$ cat src/rtl/mem_pkg.sv
// Shared types and default sizes for the memory arbiter slice.
// Used by mem_arb_pick and mem_arbiter (see MEM_ARB_RR_EN in those files).
package mem_pkg;

   localparam int WIDTH_DEF      = 32;
   localparam int WIDTH_BITS_DEF = 16;

   typedef enum logic [1:0] {
      NONE = 2'd0,
      IF   = 2'd1,
      LS   = 2'd2
   } rd_owner_t;

   typedef enum logic {
      UNLOCKED = 1'b0,
      LOCKED   = 1'b1
   } lock_state_t;

endpackage

$ cat src/rtl/mem_arb_pick.sv
// Combinational winner select for the two-port memory arbiter.
// MEM_ARB_RR_EN selects round-robin; otherwise fixed LS priority with IF anti-starvation.
module mem_arb_pick
   import mem_pkg::*;
#(
   parameter int MAX_WAIT = 4
) (
   input  logic        if_req,
   input  logic        ls_req,
   input  lock_state_t lock_state,
`ifdef MEM_ARB_RR_EN
   input  logic        rr_ptr,
`else
   input  logic [3:0]  wait_cnt,
`endif
   output logic [1:0]  gnt
);

   logic if_first;

`ifdef MEM_ARB_RR_EN
   assign if_first = (rr_ptr == 1'b0);
`else
   assign if_first = (wait_cnt == 4'(MAX_WAIT));
`endif

   // gnt[0] = IF, gnt[1] = LS
   always_comb begin
      gnt = 2'b00;
      if (lock_state == LOCKED) begin
         gnt[1] = ls_req;
      end else if (if_req && ls_req) begin
         gnt = if_first ? 2'b01 : 2'b10;
      end else begin
         gnt = {ls_req, if_req};
      end
   end

endmodule

$ cat src/rtl/mem_arbiter.sv
// Shares a single-ported memory between instruction fetch and load/store.
// Define MEM_ARB_RR_EN for round-robin arbitration instead of fixed LS priority.
module mem_arbiter
   import mem_pkg::*;
#(
   parameter int WIDTH      = WIDTH_DEF,
   parameter int WIDTH_BITS = WIDTH_BITS_DEF,
   parameter int MAX_WAIT   = 4
) (
   input  logic                  clk,
   input  logic                  rst_n,
   input  logic                  if_req,
   input  logic [WIDTH_BITS-1:0] if_addr,
   output logic                  if_gnt,
   output logic                  if_rvalid,
   output logic [WIDTH-1:0]      if_rdata,
   input  logic                  ls_req,
   input  logic                  ls_we,
   input  logic                  ls_lock,
   input  logic [WIDTH_BITS-1:0] ls_addr,
   input  logic [WIDTH-1:0]      ls_wdata,
   output logic                  ls_gnt,
   output logic                  ls_rvalid,
   output logic [WIDTH-1:0]      ls_rdata,
   output logic                  mem_ren,
   output logic                  mem_wen,
   output logic [WIDTH_BITS-1:0] mem_addr,
   output logic [WIDTH-1:0]      mem_wdata,
   input  logic [WIDTH-1:0]      mem_rdata
);

   lock_state_t lock_q, lock_d;
   rd_owner_t   rd_owner_q, rd_owner_d;
   logic [1:0]  pick_gnt;

`ifdef MEM_ARB_RR_EN
   logic ptr_q, ptr_d;

   mem_arb_pick #(.MAX_WAIT(MAX_WAIT)) u_pick (
      .if_req     (if_req),
      .ls_req     (ls_req),
      .lock_state (lock_q),
      .rr_ptr     (ptr_q),
      .gnt        (pick_gnt)
   );

   always_comb begin
      ptr_d = ptr_q;
      if (if_gnt)      ptr_d = 1'b1;
      else if (ls_gnt) ptr_d = 1'b0;
   end

   always_ff @(posedge clk or negedge rst_n) begin
      if (!rst_n) ptr_q <= 1'b0;
      else        ptr_q <= ptr_d;
   end
`else
   logic [3:0] wait_cnt_q, wait_cnt_d;

   mem_arb_pick #(.MAX_WAIT(MAX_WAIT)) u_pick (
      .if_req     (if_req),
      .ls_req     (ls_req),
      .lock_state (lock_q),
      .wait_cnt   (wait_cnt_q),
      .gnt        (pick_gnt)
   );

   always_comb begin
      wait_cnt_d = wait_cnt_q;
      if (lock_q == LOCKED) begin
         wait_cnt_d = wait_cnt_q;
      end else if (!if_req || if_gnt) begin
         wait_cnt_d = 4'd0;
      end else if (wait_cnt_q < 4'(MAX_WAIT)) begin
         wait_cnt_d = wait_cnt_q + 4'd1;
      end
   end

   always_ff @(posedge clk or negedge rst_n) begin
      if (!rst_n) wait_cnt_q <= 4'd0;
      else        wait_cnt_q <= wait_cnt_d;
   end
`endif

   // Grants are suppressed while reset is held so the memory sees no access.
   assign if_gnt = pick_gnt[0] & rst_n;
   assign ls_gnt = pick_gnt[1] & rst_n;

   always_comb begin
      mem_ren   = 1'b0;
      mem_wen   = 1'b0;
      mem_addr  = '0;
      mem_wdata = '0;
      if (if_gnt) begin
         mem_ren  = 1'b1;
         mem_addr = if_addr;
      end else if (ls_gnt) begin
         mem_ren   = !ls_we;
         mem_wen   = ls_we;
         mem_addr  = ls_addr;
         mem_wdata = ls_wdata;
      end
   end

   always_comb begin
      lock_d     = lock_q;
      rd_owner_d = NONE;
      case (lock_q)
         UNLOCKED: if (ls_gnt && ls_lock) lock_d = LOCKED;
         LOCKED:   if (!ls_req || (ls_gnt && !ls_lock)) lock_d = UNLOCKED;
         default:  lock_d = UNLOCKED;
      endcase
      if (if_gnt)                rd_owner_d = IF;
      else if (ls_gnt && !ls_we) rd_owner_d = LS;
   end

   always_ff @(posedge clk or negedge rst_n) begin
      if (!rst_n) begin
         lock_q     <= UNLOCKED;
         rd_owner_q <= NONE;
      end else begin
         lock_q     <= lock_d;
         rd_owner_q <= rd_owner_d;
      end
   end

   assign if_rvalid = (rd_owner_q == IF);
   assign ls_rvalid = (rd_owner_q == LS);
   assign if_rdata  = if_rvalid ? mem_rdata : '0;
   assign ls_rdata  = ls_rvalid ? mem_rdata : '0;

endmodule
$ cat config.mk
export PLATFORM = sky130hd
export DESIGN_NAME = mem_arbiter
export DESIGN_NICKNAME = d
export VERILOG_FILES = /design/src/rtl/mem_pkg.sv /design/src/rtl/mem_arb_pick.sv /design/src/rtl/mem_arbiter.sv
export SDC_FILE = /design/constraint.sdc
export NUM_CORES = 1
export LEC_CHECK = 0
export CORE_AREA = 2 2 86 88
export DETAILED_ROUTE_END_ITERATION = 7
export DIE_AREA = 0 0 88 90
export DONT_BUFFER_PORTS = 1
export GPL_ROUTABILITY_DRIVEN = 0
export GPL_TIMING_DRIVEN = 1
export MAX_ROUTING_LAYER = met4
export PLACE_DENSITY = 0.42
export SETUP_SLACK_MARGIN = 0.02
export SYNTH_ARGS = -nofsm -noshare
export SYNTH_HDL_FRONTEND = slang
export SYNTH_SLANG_ARGS = --single-unit
$ cat constraint.sdc
create_clock -name clk -period 3.2 [get_ports clk]
set_input_delay 0.32 -clock clk [delete_from_list [all_inputs] [get_ports clk]]
set_output_delay 0.32 -clock clk [all_outputs]
set_load 0.005 [all_outputs]
Word-level counts from Yosys, hierarchy flattened
Index checks and enable logic that the tools add are counted.

storage, ports and cells
  logic and storage cells = 44
  register bits = 7
  input port bits = 102

operators by class
  multiplexer cells = 21
  reduce and logical (&&, ||, !) cells = 12
  bitwise logic cells = 3
  equal/unequal tests = 3
  $add $sub $neg = 1
  magnitude comparators = 1

operator list
  cell                 number
  $mux 32              4
  $mux 16              2
  $mux 1               8
  $mux 2               4
  $mux 4               2
  $add 4x1->4 const B  1
  $eq 4x3->1 const B   1
  $logic_and 1x1->1    4
  $logic_not 1->1      4
  $lt 4x3->1 const B   1
  $and 1x1->1          2
  $eq 2x1->1 const B   1
  $eq 2x2->1 const B   1
  $logic_or 1x1->1     2
  $pmux 1 s2           1
  $reduce_and 2->1     1
  $reduce_bool 2->1    1
  $not 1->1            1

Logic depth before layout (Yosys ltp)
Gate-level depths: netlist of run 1.

  word-level depth = 9
  mapped depth = 7

By module
From an unflattened synthesis of run 1, not the netlist that was laid out.

unflattened totals
  cell total of the unflattened synthesis = 164
  area total of the unflattened synthesis = 1179.9 µm²

modules (own cells, without submodules)
  module        area each (µm²)  sequential area each (µm²)  instances  cells an instance
  mem_arbiter   1151.1           175.2                       1          160
  mem_arb_pick  28.8             0.0                         1          4

Least setup slack after synthesis of run 1
Ideal clock, no wire load.

  path kind = reg-to-output
  from = reg wait_cnt_q[0]
  to = out if_gnt
  slack = 1.574 ns
  cell stages (with the launch flop) = 8
  data arrival time = 1.306 ns
  cells stage by stage = dfrtp_1 inv_1 ha_1 nand3b_4 a21o_1 buf_6 buf_6 nor2_2

between the ends
  word-level cells in the longest chain between the ends = 5

ends and longest elaborated chain
  item                    line                text
  from (decl)             mem_arbiter.sv:58   logic [3:0] wait_cnt_q, wait_cnt_d;
  from (signal assigned)  mem_arbiter.sv:81   else wait_cnt_q <= wait_cnt_d;
  $eq 4x3->1              mem_arb_pick.sv:24  assign if_first = (wait_cnt == 4'(MAX_WAIT));
  $mux 2                  mem_arb_pick.sv:33  gnt = if_first ? 2'b01 : 2'b10;
  $mux 2                  mem_arb_pick.sv:32  end else if (if_req && ls_req) begin
  $mux 1                  mem_arb_pick.sv:30  if (lock_state == LOCKED) begin
  $and 1x1->1             mem_arbiter.sv:86   assign if_gnt = pick_gnt[0] & rst_n;
  to (decl)               mem_arbiter.sv:14   output logic if_gnt,

No other way between the ends.

Worst setup path in the final report of run 1
  from = reg wait_cnt_q[0]
  to = out mem_addr[15]

between the ends
  word-level cells in the longest chain between the ends = 7

ends and longest elaborated chain
  item          line                text
  $eq 4x3->1 *  mem_arb_pick.sv:24
  $mux 2 *      mem_arb_pick.sv:33
  $mux 2 *      mem_arb_pick.sv:32
  $mux 1        mem_arb_pick.sv:30
  $and 1x1->1   mem_arbiter.sv:87   assign ls_gnt = pick_gnt[1] & rst_n;
  $mux 16       mem_arbiter.sv:97   end else if (ls_gnt) begin
  $mux 16 *     mem_arbiter.sv:94   if (if_gnt) begin
  to (decl)     mem_arbiter.sv:27   output logic [WIDTH_BITS-1:0] mem_addr,

Mark *: on every way between the ends. The rest lies on a longest branch, timed or not.

==> out/results.tsv, run 1 <==
stage	metric	value	unit
outcome	outcome	finished, final reports clean	
pwr	Static Leak	0.000720	uW
clocking	clk buf depth	2	
min_path	hold crit path type	in2reg	
pwr	Combinational Power Share	40.1	%
pwr	share of power burned in registers	28.4	%
pwr	Pwr Density	278	nW/um2
pwr	Pwr Total	419	uW
route	1st-iter DRT viols	20	
die	Die H	90	um
cells_and_area	layout cells sized above 1	9.79	%
die	DIE WIDTH	88	um
route	Detail Route Antenna Nets	0	
cells_and_area	Fillers	748	
synthesis	mux contribution to synthesized area	0.690	%
timing	Highest Clock Rate	471	MHz
die	Die ar.	7920	um2
setup_path	crit path capture type	output pin	
setup_path	crit path max fanout	18	
cells_and_area	number of diodes	0	
pwr	Psw	157	uW
place	HPWL after detailed placement	3650	um
synthesis	mean post-synth cell area	7.01	um2
synthesis	sequential fraction of the synthesis area	12.1	%
synthesis	FF+latch count, synth	7	
setup_path	startpoint types	register	
pwr	P_int	262	uW
synthesis	Post-Synth Simple-Gate Area	57.7	%
route	drt first pass iters	4	
route	Vias/cell	4.93	
synthesis	Synth Instances	207	
grt	vias in the first global route	1181	
die	I/O pins	220	
cells_and_area	Area Growth Syn to Fin	4.06	%
synthesis	cell area after synthesis	1450	um2
synthesis	Adder-Cell Fraction of Synth Area	1.73	%
synthesis	XOR/XNOR Fraction of Synth Area	0	%
route	drt wl/cell	15.6	um
pwr	Net Sw Frac	37.5	%
timing	worst slew pin tran	0.705	ns
timing	RSZ-0062 raised after global routing	no	
clocking	clock slew at reported path FFs	0.05	ns
pwr	peak supply drop	0.000137	V
synthesis	compound-gate portion of the synthesized area	17.4	%
grt	grt ovf	0	
clocking	clk root buf	clkbuf_8	
pwr	Clock power frac	31.6	%
die	Starting Density	20.7	%
synthesis	main combinational cell family by area after synthesis	simple AND/OR/NAND/NOR gates	
timing	Fin Setup TNS	0	ns
setup_path	Critical Path AT	1.80	ns
timing	Fin. Hold Viols	0	
route	routed vias	1444	
grt	GRT Resource Usage Total	10.4	%
timing	# setup viols final	0	
place	IO Port Bufs	0	
timing	post-route clock skew	0.00471	ns
grt	largest net degree at the start of global routing	72	
clocking	insertion delay to the later sink of the worst-skew pair	0.23	ns
route	final wirelength	4570	um
cells_and_area	final net count	299	
setup_path	Crit Path Category	reg2out	
route	DRC viols	0	
synthesis	Ys Warns	0	
grt	initial antenna violation count	0	
clocking	CTS tree	yes	
setup_path	Crit path required time	2.88	ns
synthesis	Net Count, Synth	311	
timing	Final Cycle Share	66.3	%
synthesis	Yosys cell types	29	
timing	Tmin final	2.12	ns
run	Max-Cap Viols	0	
timing	Slew Limit Fails	0	
die	FP Rows	31	
clocking	# H-tree levels	1	
die	core area	7020	um2
timing	worst hold margin	0.159	ns
clocking	Clock Sinks	7	
cells_and_area	final core utilization	21.5	%
clocking	CTS buffer count	3	
timing	Relative slew margins	53.0	%
grt	first-pass GRT wire length	6110	um
[worst max-delay path: stages (launching register included)]
cell and delay [ns]:
dfrtp_1 0.38, inv_1 0.06, ha_1 0.23, nand3b_4 0.12, a21o_1 0.59, o22ai_1 0.18
[final timing paths]
path	start	to	slack [ns]	cells after the start
setup / recovery	wait_cnt_q[0]	mem_addr[15]	1.08	5
hold / removal	ls_we	rd_owner_q[1]	0.16	1
setup reg to reg	wait_cnt_q[0]	rd_owner_q[0]	1.55	5
hold reg to reg	wait_cnt_q[0]	wait_cnt_q[0]	0.53	1
max in group asynchronous	rst_n	rd_owner_q[0]	2.48	1
min in group asynchronous	rst_n	wait_cnt_q[0]	0.44	1
[kinds of logic after synthesis]
family	count (synthesis)
and+or+nand+nor	145
buffers and inverters	24
muxes	1
adders and majority gates	2
AOI/OAI and AO/OA	28
DFF	7
[cells in the final DEF (no fill, tap or decap), types with 3 or more instances in the layout]
| cell type | instances |
|---|---|
| and2_1 | 64 |
| nand2_1 | 34 |
| and3_1 | 33 |
| o22ai_2 | 9 |
| o22ai_1 | 8 |
| dfrtp_1 | 7 |
| inv_1 | 4 |
| nor2b_1 | 3 |
| a31oi_1 | 3 |
| clkbuf_8 | 3 |
[metal layers]
layer | wire (um) | vias to the layer above | track usage [%]
li1 | - | 667 | -
met1 | 1590 | 642 | 9.73
met2 | 2490 | 131 | 20.0
met3 | 416 | 4 | 1.19
met4 | 78 | 0 | 5.00
met5 | 0 | - | -
[layout make-up]
class                   instances  area (um2)  share of cell area, %
well taps                      99         124                   8.21
inverters                       4        15.0                  0.995
multi-input cells             176        1120                   74.5
flip-flops and latches          7         175                   11.6
clock buffers                   4        45.0                   2.99
repair buffers                  3        25.0                   1.66
[timing repair]
item,CTS,global route
setup buffers,0,0
endpoints found under the hold margin,7,0
hold buffers,1,0
gates resized for setup,0,0
[state kept, by name, summed over array words and instances (netlist names)]
| register | flops |
|---|---|
| wait_cnt_q | 4 |
| rd_owner_q | 2 |
| lock_q | 1 |
[cell usage after synthesis, drive strengths merged]
| master | n | area [um2] |
|---|---|---|
| ha | 2 | 25.0 |
| nor2b | 3 | 18.8 |
| nand2b | 3 | 26.3 |
| and3 | 33 | 206 |
| nor3b | 1 | 7.51 |
| nand3b | 1 | 20.0 |
| o211ai | 2 | 15.0 |
| a21boi | 1 | 7.51 |
| a21o | 1 | 7.51 |
| nor3 | 2 | 10.0 |
| and2 | 64 | 400 |
| dfrtp | 7 | 175 |
| o22ai | 17 | 163 |
| o21ai | 1 | 16.3 |
| nand2 | 34 | 128 |
| nand4 | 1 | 6.26 |
| a31oi | 3 | 18.8 |
| a21oi | 2 | 10.0 |
| mux2i | 1 | 10.0 |
| o21a | 1 | 15.0 |
| clkbuf | 10 | 37.5 |
| inv | 4 | 15.0 |
| nor2 | 3 | 13.8 |
| buf | 10 | 97.6 |
[power groups by stage]
stage	registers, uW	logic, uW	clock network, uW
2_1_floorplan	116	166	0
5_1_grt	121	189	144
3_3_place_gp	120	168	0
3_5_place_dp	120	166	0
6_report	119	168	132
4_1_cts	119	170	136
[through the flow]
stage / cell area, um2 / cells / worst slack [ns]
global placement: 1450 / 288 / 1.32
floorplan: 1450 / 207 / 1.57
CTS: 1510 / 293 / 1.05
detailed placement: 1450 / 288 / 1.31
finish: 1510 / 293 / 1.08
global route: 1510 / 293 / 0.929
No activity file was read; power rests on OpenSTA's default activity.
==> run 2: changes to the inputs <==
--- a/config.mk
+++ b/config.mk
@@ -12,7 +12,7 @@
 export GPL_ROUTABILITY_DRIVEN = 0
 export GPL_TIMING_DRIVEN = 1
 export MAX_ROUTING_LAYER = met4
-export PLACE_DENSITY = 0.42
+export PLACE_DENSITY = 0.43
 export SETUP_SLACK_MARGIN = 0.02
 export SYNTH_ARGS = -nofsm -noshare
 export SYNTH_HDL_FRONTEND = slang
==> constraint.sdc (replaced) <==
create_clock -name clk -period 1.88 [get_ports clk]
set_input_delay 0.188 -clock clk [delete_from_list [all_inputs] [get_ports clk]]
set_output_delay 0.188 -clock clk [all_outputs]
set_load 0.005 [all_outputs]
==> run 2 against run 1 <==
Net effect:
- sequential power increased by 68%
- cell count up 1.0%
- register-to-register slack worse by 1.0 ns
- combinational power grew 77%
- largest cell class unchanged
==> out/results.tsv, run 2 (synthesis results as in run 1) <==
stage	metric	value	unit	change
pwr	Combinational Power Share	41.5	%	+1.4 points
clocking	Clock Sinks	7		unchanged
setup_path	Crit path required time	1.69	ns	-1.19 ns
die	core area	7020	um2	unchanged
timing	Final Cycle Share	94.9	%	
timing	Fin Setup TNS	0	ns	unchanged
pwr	P_int	452	uW	+73%
pwr	peak supply drop	0.000174	V	+27%
timing	Tmin final	1.78	ns	
min_path	hold crit path type	in2reg		
timing	worst slew pin tran	0.377	ns	-0.328 ns
route	Detail Route Antenna Nets	0		unchanged
pwr	Net Sw Frac	36.8	%	-0.73 points
die	Starting Density	20.7	%	unchanged
cells_and_area	max FFs per register	4		unchanged
cells_and_area	Area Growth Syn to Fin	6.13	%	
route	DRC viols	0		unchanged
cells_and_area	commonest non-fill, non-tap cell in the layout	and2_1		
grt	GRT Resource Usage Total	10.3	%	-0.044 points
timing	RSZ-0062 raised after global routing	no		
timing	Fin. Hold Viols	0		unchanged
route	drt first pass iters	4		unchanged
pwr	Pwr Total	715	uW	+71%
die	FP Rows	31		unchanged
place	HPWL after detailed placement	3670	um	+0.65%
setup_path	startpoint types	register		
outcome	outcome	finished, final reports clean		
grt	vias in the first global route	1244		+5.3%
cells_and_area	final net count	302		+1.0%
grt	largest net degree at the start of global routing	72		unchanged
cells_and_area	Finished Layout Cells	296		+1.0%
run	Max-Cap Viols	0		unchanged
timing	# setup viols final	0		unchanged
grt	first-pass GRT wire length	6270	um	+2.6%
timing	post-route clock skew	0.000322	ns	-0.00439 ns
route	drt wl/cell	15.3	um	-2.2%
timing	Relative slew margins	74.8	%	+22 points
clocking	clock slew at reported path FFs	0.04	ns	about the same
pwr	Psw	263	uW	+67%
setup_path	crit path capture type	output pin		
grt	initial antenna violation count	0		unchanged
route	final wirelength	4520	um	-1.2%
die	Die ar.	7920	um2	unchanged
clocking	CTS buffer count	3		unchanged
cells_and_area	most frequent cells in the layout	and2_1 (64), nand2_1 (34), and3_1 (33), o22ai_2 (9), o22ai_1 (8)		
setup_path	Crit Path Category	reg2out		
timing	Slew Limit Fails	0		unchanged
die	Die H	90	um	unchanged
cells_and_area	layout cells sized above 1	11.7	%	+1.9 points
setup_path	Critical Path AT	1.60	ns	-0.20 ns
clocking	clk root buf	clkbuf_8		
place	Inst Count DP	291		+1.0%
cells_and_area	number of diodes	0		unchanged
cells_and_area	Largest regs	wait_cnt_q x4, rd_owner_q x2, lock_q x1		
grt	grt ovf	0		unchanged
pwr	share of power burned in registers	28.0	%	-0.4 points
clocking	insertion delay to the later sink of the worst-skew pair	0.23	ns	about the same
place	IO Port Bufs	0		unchanged
route	routed vias	1452		+0.55%
die	I/O pins	220		unchanged
route	Vias/cell	4.91		-0.47%
pwr	Clock power frac	30.5	%	-1.1 points
clocking	clk buf depth	2		unchanged
pwr	Pwr Density	465	nW/um2	+67%
clocking	# H-tree levels	1		unchanged
clocking	CTS tree	yes		
pwr	Static Leak	0.000736	uW	+2.2%
route	1st-iter DRT viols	48		+140%
timing	Highest Clock Rate	560	MHz	
cells_and_area	Largest Register	wait_cnt_q		
die	DIE WIDTH	88	um	unchanged
setup_path	crit path max fanout	33		+15
## run 2: area by class of cell
| type | count | area (um2) |
|---|---|---|
| repair buffers | 6 | 47.5 |
| well taps | 99 | 124 |
| multi-input cells | 176 | 1130 |
| inverters | 4 | 15.0 |
| fillers | 778 | 5480 |
| flip-flops and latches | 7 | 175 |
| clock buffers | 4 | 45.0 |
## run 2: layer usage
layer  global-route usage, %  wire (um)  up-vias
li1                        -          -      669
met1                    9.49       1570      652
met2                    20.4       2470      126
met3                    1.38        415        5
met4                    4.23         70        0
met5                       -          0        -
## run 2: metrics by stage
step                setup WS (ns)  util, %  hold WS (ns)  area [um2]
finish                     0.0955     21.9        0.0253        1540
CTS                        0.0424     21.8        0.0249        1530
detailed placement          0.122     21.0        -0.106        1480
global route               0.0232     21.9        0.0262        1540
global placement            0.122     21.0        -0.106        1480
floorplan                   0.386        -        -0.108        1450
## run 2: path summary, 6_finish.rpt
| kind | start | endpoint | slack [ns] | cells past startpoint |
|---|---|---|---|---|
| worst max-delay path | wait_cnt_q[0] | mem_wdata[20] | 0.1 | 5 |
| worst min-delay path | ls_we | rd_owner_q[1] | 0.03 | 1 |
| worst max register to register | wait_cnt_q[0] | lock_q | 0.51 | 6 |
| worst min register to register | wait_cnt_q[0] | wait_cnt_q[0] | 0.53 | 1 |
| max in group asynchronous | rst_n | rd_owner_q[0] | 1.29 | 1 |
| min in group asynchronous | rst_n | wait_cnt_q[0] | 0.32 | 1 |
## run 2: critical path, cell delays in order (launching register included)
cell and delay [ns]:
dfrtp_1 0.40, inv_1 0.07, ha_1 0.21, nand3b_4 0.13
o21a_4 0.32, and3_1 0.24
## run 2: power by group through the flow
stage                     logic, uW  clock network, uW  registers (uW)
final                           297                218             200
after global routing            331                232             205
after CTS                       300                222             199
after detailed placement        293                  0             201
after global placement          296                  0             201
after floorplan                 283                  0             197
## run 2: repair_timing
item	CTS	global route
endpoints found under the hold margin	7	0
hold buffers	1	0
setup endpoints to repair	18	9
gates resized for setup	1	1
buffers inserted	0	0
